### src/rtl/fpu_float_to_int.sv
// fpu_float_to_int
//   Multi-cycle conversion of the custom 32-bit float (sign[31], exponent[30:25]
//   biased by 31, fraction[24:0] with implicit leading 1) to a 32-bit two's
//   complement integer, rounding toward zero and saturating when out of range.
//
// Ports
//   clock       system clock, rising edge
//   reset       asynchronous, active-low
//   start_in    conversion request, sampled only in IDLE
//   op_in       float operand, captured on the accepting edge
//   data_out    signed integer result, held until the next completion
//   status_out  [3] overflow/saturated, [2] underflow, [1] inexact, [0] zero
//   busy_out    high while a conversion is in flight (SHIFT, FINISH)
//   done_out    one-cycle pulse when data_out/status_out update
//
// state  | meaning
// IDLE   | waiting for start_in; classifies op_in on the accepting edge
// SHIFT  | one-bit shift per cycle until the counter runs out
// FINISH | apply sign, build status, publish result
module fpu_float_to_int (
  input  logic        clock,
  input  logic        reset,
  input  logic        start_in,
  input  logic [31:0] op_in,
  output logic [31:0] data_out,
  output logic [3:0]  status_out,
  output logic        busy_out,
  output logic        done_out
);

  localparam logic [5:0] BIAS = 6'd31;

  typedef enum logic [1:0] {IDLE, SHIFT, FINISH} state_t;

  state_t      state;
  logic [31:0] work;
  logic [4:0]  count;
  logic        shift_left;
  logic        sticky;
  logic        sign;
  logic        special;
  logic [31:0] special_data;
  logic [3:0]  special_status;

  // Classification of the incoming operand (used only on the accepting edge).
  logic [5:0]  exp_in;
  logic        cls_special;
  logic [31:0] cls_data;
  logic [3:0]  cls_status;
  logic        cls_left;
  logic [5:0]  cls_count;

  assign exp_in = op_in[30:25];

  always_comb begin
    cls_special = 1'b0;
    cls_data    = 32'd0;
    cls_status  = 4'b0000;
    cls_left    = 1'b0;
    cls_count   = 6'd0;
    if (exp_in == 6'd0) begin
      // Denormals are flushed: fraction ignored.
      cls_special = 1'b1;
      cls_status  = 4'b0001;
    end else if (exp_in < BIAS) begin
      cls_special = 1'b1;
      cls_status  = 4'b0111;
    end else if (exp_in >= BIAS + 6'd31) begin
      cls_special = 1'b1;
      // -2^31 is the only e >= 31 value that is exactly representable.
      if (op_in[31] && (op_in[24:0] == 25'd0) && (exp_in == BIAS + 6'd31)) begin
        cls_data   = 32'h8000_0000;
        cls_status = 4'b0000;
      end else begin
        cls_data   = op_in[31] ? 32'h8000_0000 : 32'h7FFF_FFFF;
        cls_status = 4'b1000;
      end
    end else if (exp_in <= BIAS + 6'd25) begin
      cls_count = (BIAS + 6'd25) - exp_in;
    end else begin
      cls_left  = 1'b1;
      cls_count = exp_in - (BIAS + 6'd25);
    end
  end

  logic [31:0] fin_data;
  assign fin_data = sign ? (~work + 32'd1) : work;

  always_ff @(posedge clock or negedge reset) begin
    if (!reset) begin
      state          <= IDLE;
      work           <= 32'd0;
      count          <= 5'd0;
      shift_left     <= 1'b0;
      sticky         <= 1'b0;
      sign           <= 1'b0;
      special        <= 1'b0;
      special_data   <= 32'd0;
      special_status <= 4'b0000;
      data_out       <= 32'd0;
      status_out     <= 4'b0000;
      busy_out       <= 1'b0;
      done_out       <= 1'b0;
    end else begin
      done_out <= 1'b0;
      case (state)
        IDLE: begin
          if (start_in) begin
            work           <= {6'd0, 1'b1, op_in[24:0]};
            count          <= cls_count[4:0];
            shift_left     <= cls_left;
            sticky         <= 1'b0;
            sign           <= op_in[31];
            special        <= cls_special;
            special_data   <= cls_data;
            special_status <= cls_status;
            busy_out       <= 1'b1;
            state          <= (cls_special || cls_count == 6'd0) ? FINISH : SHIFT;
          end
        end
        SHIFT: begin
          if (shift_left) begin
            work <= work << 1;
          end else begin
            work   <= work >> 1;
            sticky <= sticky | work[0];
          end
          count <= count - 5'd1;
          if (count == 5'd1) state <= FINISH;
        end
        FINISH: begin
          if (special) begin
            data_out   <= special_data;
            status_out <= special_status;
          end else begin
            data_out   <= fin_data;
            status_out <= {2'b00, sticky, fin_data == 32'd0};
          end
          done_out <= 1'b1;
          busy_out <= 1'b0;
          state    <= IDLE;
        end
        default: state <= IDLE;
      endcase
    end
  end

endmodule

### config.mk
export PLATFORM = sky130hd
export DESIGN_NAME = fpu_float_to_int
export DESIGN_NICKNAME = d
export VERILOG_FILES = /design/src/rtl/fpu_float_to_int.sv
export SDC_FILE = /design/constraint.sdc
export NUM_CORES = 1
export LEC_CHECK = 0
export CORE_MARGIN = 10
export CORE_UTILIZATION = 40
export DETAILED_ROUTE_END_ITERATION = 10
export PLACE_DENSITY_LB_ADDON = 0.1
export SYNTH_ARGS = -nofsm -noshare
export SYNTH_HDL_FRONTEND = slang
export SYNTH_SLANG_ARGS = --single-unit
### constraint.sdc
create_clock -name clock -period 3.52 [get_ports clock]
set_input_delay 0.704 -clock clock [delete_from_list [all_inputs] [get_ports clock]]
set_output_delay 0.704 -clock clock [all_outputs]
set_load 0.005 [all_outputs]
==> PnR_summary.wiki <==
{| class="wikitable"
! Metric !! Value
|-
| Storage cell area || 0.002152 mm^2
|-
| Arrival time of the worst setup path || 3140 ps
|-
| Total of flip-flops plus latches after synthesis || 86
|-
| Met1 track demand over resource || 24.41%
|-
| DR pass1 iterations || 5
|-
| Y dimension of the die || 137.7 um
|-
| Most congested layer reported by global routing || met2
|-
| Area occupied by multi-input gates || 0.003083 mm^2
|-
| Root cell of the clock tree || sky130_fd_sc_hd__clkbuf_16
|-
| Iteration-0 DRC count of the detailed router || 347
|-
| Syn_area_per_cell || 8.094 um^2
|-
| Finish-stage setup viols || 0
|-
| Vias in the first global route || 4915
|-
| Number of hold violations in the final report || 0
|-
| Crit Reg-Reg Endpoint || status_out[0]
|-
| Via count of the routed design || 5063
|-
| Via count normalized by instance count || 5.619
|-
| Worst voltage drop across the vdd grid || 0.0003399 V
|-
| Post-cts repair resize count || 0
|-
| Number of antenna violations at the first check in global routing || 0
|-
| Count of final max-slew check failures || 0
|-
| Gpl congestion || 0.9835
|-
| Nets@finish || 764
|-
| Clock latency on the worst-skew pair || 350 ps
|-
| Startpoint type of the worst setup path || flop
|-
| Category of the worst setup path capture point || flop
|-
| Clock buffer depth || 2
|-
| Global-route wire length before repair || 26660 um
|-
| Grt ovf || 0
|-
| Global routing usage summed across all routing layers || 17.76%
|-
| Clock Skews || 6.222 ps
|-
| Peak per-stage delay on the critical path || 600 ps
|-
| Critical path data required time || 3800 ps
|-
| Critical path, cell by cell || inv_1, ha_1, or4b_2, o41ai_2, xnor2_1, or4_1, nor4_1, nand4_1, nand3_1
|-
| Synthesized instance count || 685
|-
| Area growth from synthesis to layout || 19.77%
|-
| Wire length per cell after detailed routing || 18.26 um
|-
| Category of cells accounting for the largest share of critical-path delay || simple AND/OR/NAND/NOR gates
|-
| Library cell contributing the largest single delay on the critical path || sky130_fd_sc_hd__or4b_2
|-
| Post-route ant nets || 0
|-
| Fraction of registers with async set or reset after synthesis || 100.0%
|-
| Fraction of met3 tracks used by global routing || 3.095%
|-
| Max Cap Violations || 0
|-
| Number of hold buffers added after CTS || 0
|-
| Number of instances in the placed design || 886
|-
| Total setup buffers inserted after CTS || 0
|-
| Core region area || 0.01340 mm^2
|-
| Pre-CTS setup slack || 513.7 ps
|-
| Crit share post-route || 81.30%
|-
| Overall die area || 0.01897 mm^2
|-
| Tightest Hold Check Type || in -> async
|-
| Highest Clock Rate || 349.4 MHz
|-
| Share of layout cells above drive strength 1 || 6.069%
|-
| Net count of the mapped netlist || 728
|-
| Setup repair after global routing missed its margin || false
|-
| Initial Utilization || 41.37%
|-
| Worst Setup SP || work[0]
|-
| Buffering stage count on the worst path with inverters included || 1
|-
| Antenna cell count || 0
|-
| Share of synthesized area occupied by flip-flops and latches || 38.82%
|-
| Class of the most critical setup path || reg -> reg
|-
| TritonCTS Sinks || 86
|-
| Horizontal die dimension || 137.7 um
|-
| H-Tree Level Count || 3
|-
| IO buf count || 72
|-
| Fillers || 1326
|-
| Worst path setup slack after routing || 658.2 ps
|-
| Max Fanout on Critical Path || 7
|-
| Number of top-level design ports || 73
|-
| Status || completed
|-
| Worst Tran Pin Value || 710.3 ps
|-
| Total leakage power || 0.002606 uW
|-
| Post-synthesis instance area || 0.005544 mm^2
|-
| Filler-free cell count of the finished design || 901
|-
| Areal power density over the cells || 889.5 mW/mm^2
|-
| Std-Cell Rows || 42
|-
| Detailed placer's ending HPWL || 12180 um
|-
| TNS Setup || 0 ps
|-
| Total Routed Length || 16450 um
|-
| Commonest register cell after synthesis || sky130_fd_sc_hd__dfrtp_1
|-
| TritonCTS clock tree || built
|-
| Number of cells traversed by the worst register-to-register path || 9
|-
| FF-to-FF setup slack || 660 ps
|-
| Remaining design rule violation count || 0
|-
| Reg-to-reg critical path startpoint || work[0]
|-
| Number of distinct library cells after synthesis || 65
|-
| Remaining max-slew budget at the tightest pin || 52.21%
|-
| Clock transition at the registers of the reported paths || 60 ps
|-
| Number of buffers created by CTS || 9
|-
| Total power after layout || 5906 uW
|-
| Warnings, synthesis || 0
|-
| Largest net degree at the start of global routing || 61
|-
| EDFF count, synth || 0
|-
| Met2 capacity usage during global routing || 27.49%
|-
| Clock period minus worst slack || 2862 ps
|}
==> synth_stat cells, types with 3 or more instances <==
cell type,count,share of area (%)
sky130_fd_sc_hd__mux2i_1,33,6.0
sky130_fd_sc_hd__xnor2_1,25,3.9
sky130_fd_sc_hd__and3_1,4,0.45
sky130_fd_sc_hd__nand2_1,99,6.7
sky130_fd_sc_hd__a21oi_1,42,3.8
sky130_fd_sc_hd__a31oi_1,7,0.79
sky130_fd_sc_hd__nor2_1,58,3.9
sky130_fd_sc_hd__inv_1,11,0.74
sky130_fd_sc_hd__o21ai_1,38,3.4
sky130_fd_sc_hd__clkbuf_1,51,3.5
sky130_fd_sc_hd__xor2_1,5,0.79
sky130_fd_sc_hd__buf_1,8,0.54
sky130_fd_sc_hd__nand4_1,9,1.0
sky130_fd_sc_hd__a41oi_1,3,0.47
sky130_fd_sc_hd__nand2b_1,7,0.79
sky130_fd_sc_hd__buf_6,3,0.61
sky130_fd_sc_hd__o21ai_0,58,5.2
sky130_fd_sc_hd__or4_1,5,0.68
sky130_fd_sc_hd__nor4_1,17,1.9
sky130_fd_sc_hd__nor3b_1,3,0.41
sky130_fd_sc_hd__dfrtp_1,86,39
sky130_fd_sc_hd__nand3_1,13,1.2
sky130_fd_sc_hd__ha_1,8,1.8
sky130_fd_sc_hd__o31ai_1,10,1.4
sky130_fd_sc_hd__a22oi_1,3,0.41
sky130_fd_sc_hd__and4_1,5,0.79
sky130_fd_sc_hd__nor3_1,19,1.7
sky130_fd_sc_hd__or3_1,3,0.34
==> layout by cell type (no fill, tap or decap), types with 7 or more instances in the layout <==
cell type / netlist / layout
sky130_fd_sc_hd__o21ai_0: 58 / 58
sky130_fd_sc_hd__nand4_1: 9 / 9
sky130_fd_sc_hd__nand2_1: 99 / 99
sky130_fd_sc_hd__nor2_1: 58 / 58
sky130_fd_sc_hd__o21ai_1: 38 / 38
sky130_fd_sc_hd__nor3_1: 19 / 19
sky130_fd_sc_hd__a31oi_1: 7 / 7
sky130_fd_sc_hd__nand3_1: 13 / 13
sky130_fd_sc_hd__ha_1: 8 / 8
sky130_fd_sc_hd__inv_1: 11 / 11
sky130_fd_sc_hd__clkdlybuf4s50_1: 0 / 71
sky130_fd_sc_hd__nor4_1: 17 / 17
sky130_fd_sc_hd__xnor2_1: 25 / 25
sky130_fd_sc_hd__a21oi_1: 42 / 42
sky130_fd_sc_hd__clkbuf_16: 0 / 9
sky130_fd_sc_hd__o31ai_1: 10 / 10
sky130_fd_sc_hd__mux2i_1: 33 / 33
sky130_fd_sc_hd__buf_4: 0 / 18
sky130_fd_sc_hd__dfrtp_1: 86 / 86
==> sequential cells by signal, summed over array words and instances (netlist names) <==
| register | count |
|---|---|
| work | 32 |
| count | 5 |
| special_data | 2 |
| status_out | 4 |
| data_out | 32 |
| special_status | 3 |
| state | 2 |
| busy_out | 1 |
| done_out | 1 |
| shift_left | 1 |
| special | 1 |
| sign | 1 |
| sticky | 1 |
==> final cells by class <==
cell class                 instances  share of cell area (%)
sequential                        86                   32.41
multi-input combinational        522                   46.43
tap                              176                   3.316
timing repair buffer              89                   12.74
clock buffer                      11                   3.656
inverter                          13                  0.7349
clock inverter                     4                  0.7160
==> logic make-up (layout without fill, tap and decap cells) <==
group,count (synthesis),after routing,synth area share [%]
buffers and inverters,77,117,5.665
adder cells (fa/ha/maj),8,8,1.806
flip-flops,86,86,38.82
XOR/XNOR,30,30,4.739
multiplexers,35,35,6.364
AO/OA/AOI/OAI,193,193,20.58
AND/OR/NAND/NOR,256,256,22.03
==> power by group <==
group          switching, uW  internal [uW]  leakage (uW)
clock network            392            563      0.000141
registers                598           1390       0.00109
logic                   1660           1310       0.00137
total                   2650           3260       0.00261
==> routing by layer <==
layer  routed length, um  part of all wire [%]
met1                7874                    48
met3                 807                   4.9
met2                7505                    46
met4                 266                   1.6
met5                   0                     0
==> worst max-delay path by stage <==
stage,end,cells after the start
5_1_grt,status_out[0],9
3_5_place_dp,state[0],9
3_3_place_gp,state[0],9
6_report,status_out[0],9
2_1_floorplan,status_out[0],9
4_1_cts,status_out[0],9
==> per-stage QoR <==
step	utilization [%]	cell area (um^2)	hold WS [ps]
after detailed placement	47.39	6350	455.0
final	49.55	6640	270.3
after floorplan	-	5544	408.4
after global placement	47.39	6350	452.2
after CTS	49.55	6640	274.2
after global routing	49.55	6640	289.5
No activity file was read; power rests on OpenSTA's default activity.
